==> src/rtl/instr_fetch_ctrl_pkg.sv <==
// Shared fetch-side types and constants: state encoding, fault codes,
// datapath width and the filler instruction used when nothing valid was fetched.
package instr_fetch_ctrl_pkg;

    localparam int XLEN = 32;

    // addi x0,x0,0
    localparam logic [XLEN-1:0] NOP_INSTR = 32'h0000_0013;

    typedef enum logic [1:0] {
        S_IDLE,
        S_FETCH,
        S_DROP,
        S_DELIVER
    } fetch_state_e;

    typedef enum logic [1:0] {
        FAULT_NONE     = 2'b00,
        FAULT_MISALIGN = 2'b01,
        FAULT_BUS      = 2'b10,
        FAULT_TIMEOUT  = 2'b11
    } fault_e;

endpackage

==> src/rtl/instr_fetch_ctrl_if.sv <==
// Instruction memory req/ack port. The fetch controller is the master;
// the memory (or a bench model of it) is the slave.
interface instr_fetch_ctrl_if;
    import instr_fetch_ctrl_pkg::*;

    logic            mem_req_o;
    logic [XLEN-1:0] mem_addr_o;
    logic            mem_ack_i;
    logic [XLEN-1:0] mem_rdata_i;
    logic            mem_err_i;

    modport master (
        output mem_req_o,
        output mem_addr_o,
        input  mem_ack_i,
        input  mem_rdata_i,
        input  mem_err_i
    );

    modport slave (
        input  mem_req_o,
        input  mem_addr_o,
        output mem_ack_i,
        output mem_rdata_i,
        output mem_err_i
    );

endinterface

==> src/rtl/instr_fetch_ctrl.sv <==
// Fetch controller: turns the current PC into one memory transaction and hands
// the result to IF/ID, holding the PC register via busy_o until delivery.
module instr_fetch_ctrl
    import instr_fetch_ctrl_pkg::*;
#(
    parameter int TIMEOUT_CYC = 256,
    parameter int TMO_W       = $clog2(TIMEOUT_CYC)
) (
    input  logic               clk_i,
    input  logic               rst_ni,
    input  logic [XLEN-1:0]    pc_i,
    input  logic               stall_i,
    input  logic               flush_i,
    output logic               busy_o,
    output logic [XLEN-1:0]    instr_o,
    output logic [XLEN-1:0]    instr_pc_o,
    output logic               instr_valid_o,
    output logic [1:0]         fault_o,
    instr_fetch_ctrl_if.master mem
);

    fetch_state_e    state_q, state_d;
    fault_e          fault_q, fault_d;
    logic            req_d, valid_d;
    logic [XLEN-1:0] addr_d, instr_d, pc_d;
    logic [TMO_W-1:0] cnt_q, cnt_d, cnt_inc;
    logic            timeout;

    // The counter sticks at its maximum so a long DROP can never wrap back into range.
    assign cnt_inc = (cnt_q == '1) ? cnt_q : cnt_q + TMO_W'(1);
    assign timeout = (cnt_q == TMO_W'(TIMEOUT_CYC - 1));
    assign fault_o = fault_q;

    always_comb begin
        // NOTE: every signal gets its hold value first so no path can infer a latch.
        state_d = state_q;
        fault_d = fault_q;
        req_d   = mem.mem_req_o;
        addr_d  = mem.mem_addr_o;
        instr_d = instr_o;
        pc_d    = instr_pc_o;
        valid_d = instr_valid_o;
        cnt_d   = cnt_q;
        busy_o  = 1'b1;

        unique case (state_q)
            S_IDLE: begin
                if (!stall_i && !flush_i) begin
                    pc_d = pc_i;
                    if (pc_i[1:0] != 2'b00) begin
                        instr_d = NOP_INSTR;
                        fault_d = FAULT_MISALIGN;
                        valid_d = 1'b1;
                        state_d = S_DELIVER;
                    end else begin
                        addr_d  = pc_i;
                        req_d   = 1'b1;
                        cnt_d   = '0;
                        state_d = S_FETCH;
                    end
                end
            end
            S_FETCH: begin
                cnt_d = cnt_inc;
                if (flush_i) begin
                    // Without the ack in hand the request must stay up until memory answers.
                    if (mem.mem_ack_i) begin
                        req_d   = 1'b0;
                        state_d = S_IDLE;
                    end else begin
                        state_d = S_DROP;
                    end
                end else if (mem.mem_ack_i) begin
                    req_d   = 1'b0;
                    valid_d = 1'b1;
                    state_d = S_DELIVER;
                    if (mem.mem_err_i) begin
                        instr_d = NOP_INSTR;
                        fault_d = FAULT_BUS;
                    end else begin
                        instr_d = mem.mem_rdata_i;
                        fault_d = FAULT_NONE;
                    end
                end else if (timeout) begin
                    req_d   = 1'b0;
                    valid_d = 1'b1;
                    instr_d = NOP_INSTR;
                    fault_d = FAULT_TIMEOUT;
                    state_d = S_DELIVER;
                end
            end
            S_DROP: begin
                cnt_d = cnt_inc;
                if (mem.mem_ack_i || timeout) begin
                    req_d   = 1'b0;
                    state_d = S_IDLE;
                end
            end
            S_DELIVER: begin
                if (flush_i) begin
                    valid_d = 1'b0;
                    state_d = S_IDLE;
                end else if (!stall_i) begin
                    busy_o  = 1'b0;
                    valid_d = 1'b0;
                    state_d = S_IDLE;
                end
            end
            default: state_d = S_IDLE;
        endcase
    end

    // NOTE: state registers use non-blocking assignments so every flop samples pre-edge values.
    always_ff @(posedge clk_i or negedge rst_ni) begin
        if (!rst_ni) begin
            state_q        <= S_IDLE;
            fault_q        <= FAULT_NONE;
            mem.mem_req_o  <= 1'b0;
            mem.mem_addr_o <= '0;
            instr_o        <= NOP_INSTR;
            instr_pc_o     <= '0;
            instr_valid_o  <= 1'b0;
            cnt_q          <= '0;
        end else begin
            state_q        <= state_d;
            fault_q        <= fault_d;
            mem.mem_req_o  <= req_d;
            mem.mem_addr_o <= addr_d;
            instr_o        <= instr_d;
            instr_pc_o     <= pc_d;
            instr_valid_o  <= valid_d;
            cnt_q          <= cnt_d;
        end
    end

endmodule

==> src/flat_wrapper.sv <==
// flat-port wrapper written by rule: the top's interface ports become plain ports
module instr_fetch_ctrl_flat import instr_fetch_ctrl_pkg::*;
#(
    parameter int TIMEOUT_CYC = 256,
    parameter int TMO_W       = $clog2(TIMEOUT_CYC)
)
  (clk_i, rst_ni, pc_i, stall_i, flush_i, busy_o, instr_o, instr_pc_o, instr_valid_o, fault_o, mem_mem_req_o, mem_mem_addr_o, mem_mem_ack_i, mem_mem_rdata_i, mem_mem_err_i);
  instr_fetch_ctrl_if mem_i ();
  input  logic clk_i;
  input  logic rst_ni;
  input  logic [XLEN-1:0] pc_i;
  input  logic stall_i;
  input  logic flush_i;
  output logic busy_o;
  output logic [XLEN-1:0] instr_o;
  output logic [XLEN-1:0] instr_pc_o;
  output logic instr_valid_o;
  output logic [1:0] fault_o;
  output wire logic [$bits(mem_i.mem_req_o)-1:0] mem_mem_req_o;
  output wire logic [$bits(mem_i.mem_addr_o)-1:0] mem_mem_addr_o;
  input wire logic [$bits(mem_i.mem_ack_i)-1:0] mem_mem_ack_i;
  input wire logic [$bits(mem_i.mem_rdata_i)-1:0] mem_mem_rdata_i;
  input wire logic [$bits(mem_i.mem_err_i)-1:0] mem_mem_err_i;
  assign mem_mem_req_o = mem_i.mem_req_o;
  assign mem_mem_addr_o = mem_i.mem_addr_o;
  assign mem_i.mem_ack_i = mem_mem_ack_i;
  assign mem_i.mem_rdata_i = mem_mem_rdata_i;
  assign mem_i.mem_err_i = mem_mem_err_i;
  instr_fetch_ctrl #(.TIMEOUT_CYC(TIMEOUT_CYC), .TMO_W(TMO_W)) u_core (.clk_i(clk_i), .rst_ni(rst_ni), .pc_i(pc_i), .stall_i(stall_i), .flush_i(flush_i), .busy_o(busy_o), .instr_o(instr_o), .instr_pc_o(instr_pc_o), .instr_valid_o(instr_valid_o), .fault_o(fault_o), .mem(mem_i));
endmodule
==> config.mk <==
export PLATFORM = sky130hd
export DESIGN_NAME = instr_fetch_ctrl_flat
export DESIGN_NICKNAME = d
export VERILOG_FILES = /design/src/rtl/instr_fetch_ctrl_pkg.sv /design/src/rtl/instr_fetch_ctrl_if.sv /design/src/rtl/instr_fetch_ctrl.sv /design/src/flat_wrapper.sv
export SDC_FILE = /design/constraint.sdc
export NUM_CORES = 1
export LEC_CHECK = 0
export ABC_CLOCK_PERIOD_IN_PS = 3200
export CAP_MARGIN = 20
export CELL_PAD_IN_SITES_DETAIL_PLACEMENT = 1
export CELL_PAD_IN_SITES_GLOBAL_PLACEMENT = 1
export CORE_MARGIN = 10
export CORE_UTILIZATION = 39
export CTS_BUF_LIST = sky130_fd_sc_hd__clkbuf_4
export DETAILED_ROUTE_END_ITERATION = 8
export PLACE_DENSITY = 0.95
export SKIP_CTS_REPAIR_TIMING = 1
export SKIP_LAST_GASP = 1
export SYNTH_ARGS = -nofsm -noshare
export SYNTH_HDL_FRONTEND = slang
export SYNTH_SLANG_ARGS = --single-unit
==> constraint.sdc <==
create_clock -name clk_i -period 3.2 [get_ports clk_i]
set_clock_uncertainty 0.2 [all_clocks]
set_input_delay 0.96 -clock clk_i [delete_from_list [all_inputs] [get_ports clk_i]]
set_output_delay 0.96 -clock clk_i [all_outputs]
set_load 0.01 [all_outputs]
==> run_results.csv <==
group,metric,value,unit
sta,fin_crit,2952,ps
yosys,synth_area_leaders,"dfrtp_1 (56%), mux2_2 (16%), mux2i_1 (7.2%), inv_1 (2.9%), nand2_1 (2.9%)",
die,dieArea,17010,um^2
yosys,syn-num-nets,448,
critical_path,slowest_stage,"clkdlybuf4s50_1",
drt,vias_per_cell,5.000,
clock_network,clk_latency,470,ps
yosys,ys_seq_elements,110,
power,power.density,878.6,nW/um^2
critical_path,crit_fanout,2,
die,coreArea,11960,um^2
clock_network,clkTransAtPathRegs,170,ps
finish,layout-drive-gt1-share,20.00,%
sta,hold_viol,0,
die,start_util,39.75,%
critical_path,path_cells,"clkdlybuf4s50_1 -> nor2_1 -> nand2_1 -> dlymetal6s2s_1",
global_route,grt_pass1_wl,22.41,mm
critical_path,path_delay_family,"buffers and inverters",
drt,wl,14.22,mm
finish,mostFrequentLayoutCells,"clkdlybuf4s50_1 (168), dfrtp_1 (107), mux2_2 (66), inv_1 (37), nand2_1 (37)",
drt,vias,3515,
global_route,gr-total-overflow,0,
sta,worst_slew_pin_slew,741.8,ps
sta,slew_violations,0,
yosys,yosys.area.top_type,"dfrtp_1",
sta,max_freq,0.3387,GHz
critical_path,ff2ff_setup_slack,650,ps
critical_path,end_kind,"output port",
place,dp_hpwl,11.03,mm
sta,rsz0062_at_grt,"no",
run,max_cap_violations,0,
yosys,synthesis.area,4755,um^2
yosys,postSynthCellCount,373,
global_route,grt_max_degree,48,
clock_network,cts_root_buffer,"clkbuf_4",
die,ios,171,
power,ir_drop,455.6,uV
power,leakage,3.002,nW
critical_path,critical_path_class,"in2out",
status,status,"completed",
clock_network,cts_tree,"built",
place,io_buffers,170,
yosys,syn_avg_cell_area,12.75,um^2
critical_path,startpoint_type,"input port",
finish,syn_to_final_growth,43.18,%
hold_path,hold_path.class,"in2async",
clock_network,htree_num_levels,3,
drt,drc,0,
place,gp_congestion,0.8007,
critical_path,cpPeakStageDelay,420,ps
critical_path,critPathBufInv,2,
yosys,synth_seq_area_share,57.97,%
finish,fin_nets,626,
finish,final_util,56.91,%
finish,stdcell_count,703,
sta,setup_viol,0,
sta,slew-limit-headroom,50.37,%
drt,drt_iter0_markers,110,
yosys,synth_edf_count,0,
yosys,yosysWarningCount,0,
drt,drt_first_pass_iters,4,
sta,fin_ws,247.5,ps
drt,ant_nets,0,
drt,post_drt_wl_per_cell,20.22,um
global_route,antenna_found_initial,1,
clock_network,cts_sinks,110,
sta,hold_slack,245.9,ps
finish,final_common_cell,"clkdlybuf4s50_1",
place,dp.cells,687,
finish,nFillCells,1235,
place,dp_slack,-114.4,ps
critical_path,cp.arrival,1790,ps
clock_network,numCtsBuffers,9,
yosys,yosysTopAreaCellShare,56.32,%
critical_path,cp.required,2040,ps
die,rows,40,
die,die_x,130.4,um
clock_network,cts_buffer_depth,2,
die,fp.dieH,130.4,um
yosys,synth_flop_cell,"dfrtp_1",
global_route,grt_pass1_vias,4005,
yosys,ys_types,43,
yosys,async_flop_share,100.0,%
sta,finalCritPeriodShare,92.27,%
global_route,grtUsageTotal,16.89,%
==> state kept, by name, indices dropped and copies added (netlist names) <==
name and flops:
u_core.instr_o 32, u_core.cnt_q 8, u_core.state_q 2, u_core.instr_pc_o 32, u_core.mem.mem_addr_o 32, u_core.instr_valid_o 1
u_core.mem.mem_req_o 1, u_core.fault_o 2
==> synth_stat cells, drive strengths merged, types with 2 or more instances <==
| cell type | n |
|---|---|
| a21o | 2 |
| nor3b | 2 |
| and2 | 2 |
| mux2 | 66 |
| nand3 | 5 |
| nand2 | 37 |
| inv | 37 |
| o21a | 3 |
| mux2i | 34 |
| nor2 | 6 |
| or4 | 5 |
| nand4 | 2 |
| nor2b | 2 |
| ha | 5 |
| o31ai | 6 |
| nor3 | 2 |
| dfstp | 3 |
| dfrtp | 107 |
| nand2b | 2 |
| a21oi | 7 |
| or2 | 3 |
| clkbuf | 5 |
| o21ai | 4 |
| buf | 13 |
==> routing by layer <==
| metal | global-route usage, % | vias up | share of wire, % | wire (um) |
|---|---|---|---|---|
| met3 | 7.454 | 15 | 10 | 1473 |
| li1 | - | 1621 | - | - |
| met1 | 18.35 | 1763 | 38 | 5368 |
| met5 | 0 | - | 0 | 0 |
| met2 | 28.81 | 116 | 50 | 7115 |
| met4 | 5.886 | 0 | 1.8 | 261 |
==> per-stage QoR <==
stage / setup TNS [ps] / power [W] / area [um^2]
final: 0 / 0.005981 / 6808
after global routing: 0 / 0.006400 / 6808
after CTS: -99.29 / 0.006083 / 6803
after detailed placement: -114.4 / 0.005378 / 6674
after global placement: -109.2 / 0.005205 / 6674
after floorplan: 0 / 0.003751 / 4755
==> layout make-up <==
| type | instances | area (um^2) | area share [%] |
|---|---|---|---|
| inverter | 37 | 138.9 | 2.040 |
| clock buffer | 9 | 67.56 | 0.9925 |
| sequential | 110 | 2756 | 40.49 |
| tap | 147 | 183.9 | 2.702 |
| antenna | 1 | 2.502 | 0.03676 |
| timing repair buffer | 185 | 1864 | 27.38 |
| clock inverter | 6 | 61.31 | 0.9006 |
| multi-input combinational | 208 | 1733 | 25.45 |
==> worst reg2reg max path, cell delays in order (launching register included) <==
cell     delay, ps
dfrtp_1        430
inv_1          120
ha_1           340
nor3b_2        350
a22oi_1        130
buf_4          200
or4_1          550
a21oi_1        170
==> cell families after synthesis <==
family	count (synthesis)	share of synthesized area (%)
DFF	110	57.97
muxes	100	22.79
and+or+nand+nor	73	7.816
buffers and inverters	55	5.816
AOI/OAI and AO/OA	30	4.290
adders and majority gates	5	1.316
==> report_power, final <==
| part | leakage (nW) | internal, W | switching [W] |
|---|---|---|---|
| clock network | 0.0635 | 0.000232 | 0.000454 |
| registers | 1.40 | 0.00198 | 0.000345 |
| logic | 1.54 | 0.00171 | 0.00126 |
==> final timing paths <==
check	startpoint	depth (start not counted)	to
min	rst_ni	1	u_core.cnt_q[7]
min reg2reg	u_core.mem.mem_addr_o[1]	1	u_core.mem.mem_addr_o[1]
max reg2reg	u_core.state_q[1]	7	u_core.cnt_q[4]
max in group asynchronous	rst_ni	2	u_core.instr_o[0]
max	flush_i	4	busy_o
min in group clk_i	u_core.mem.mem_addr_o[1]	1	u_core.mem.mem_addr_o[1]
(Power assumes the default switching activity.)
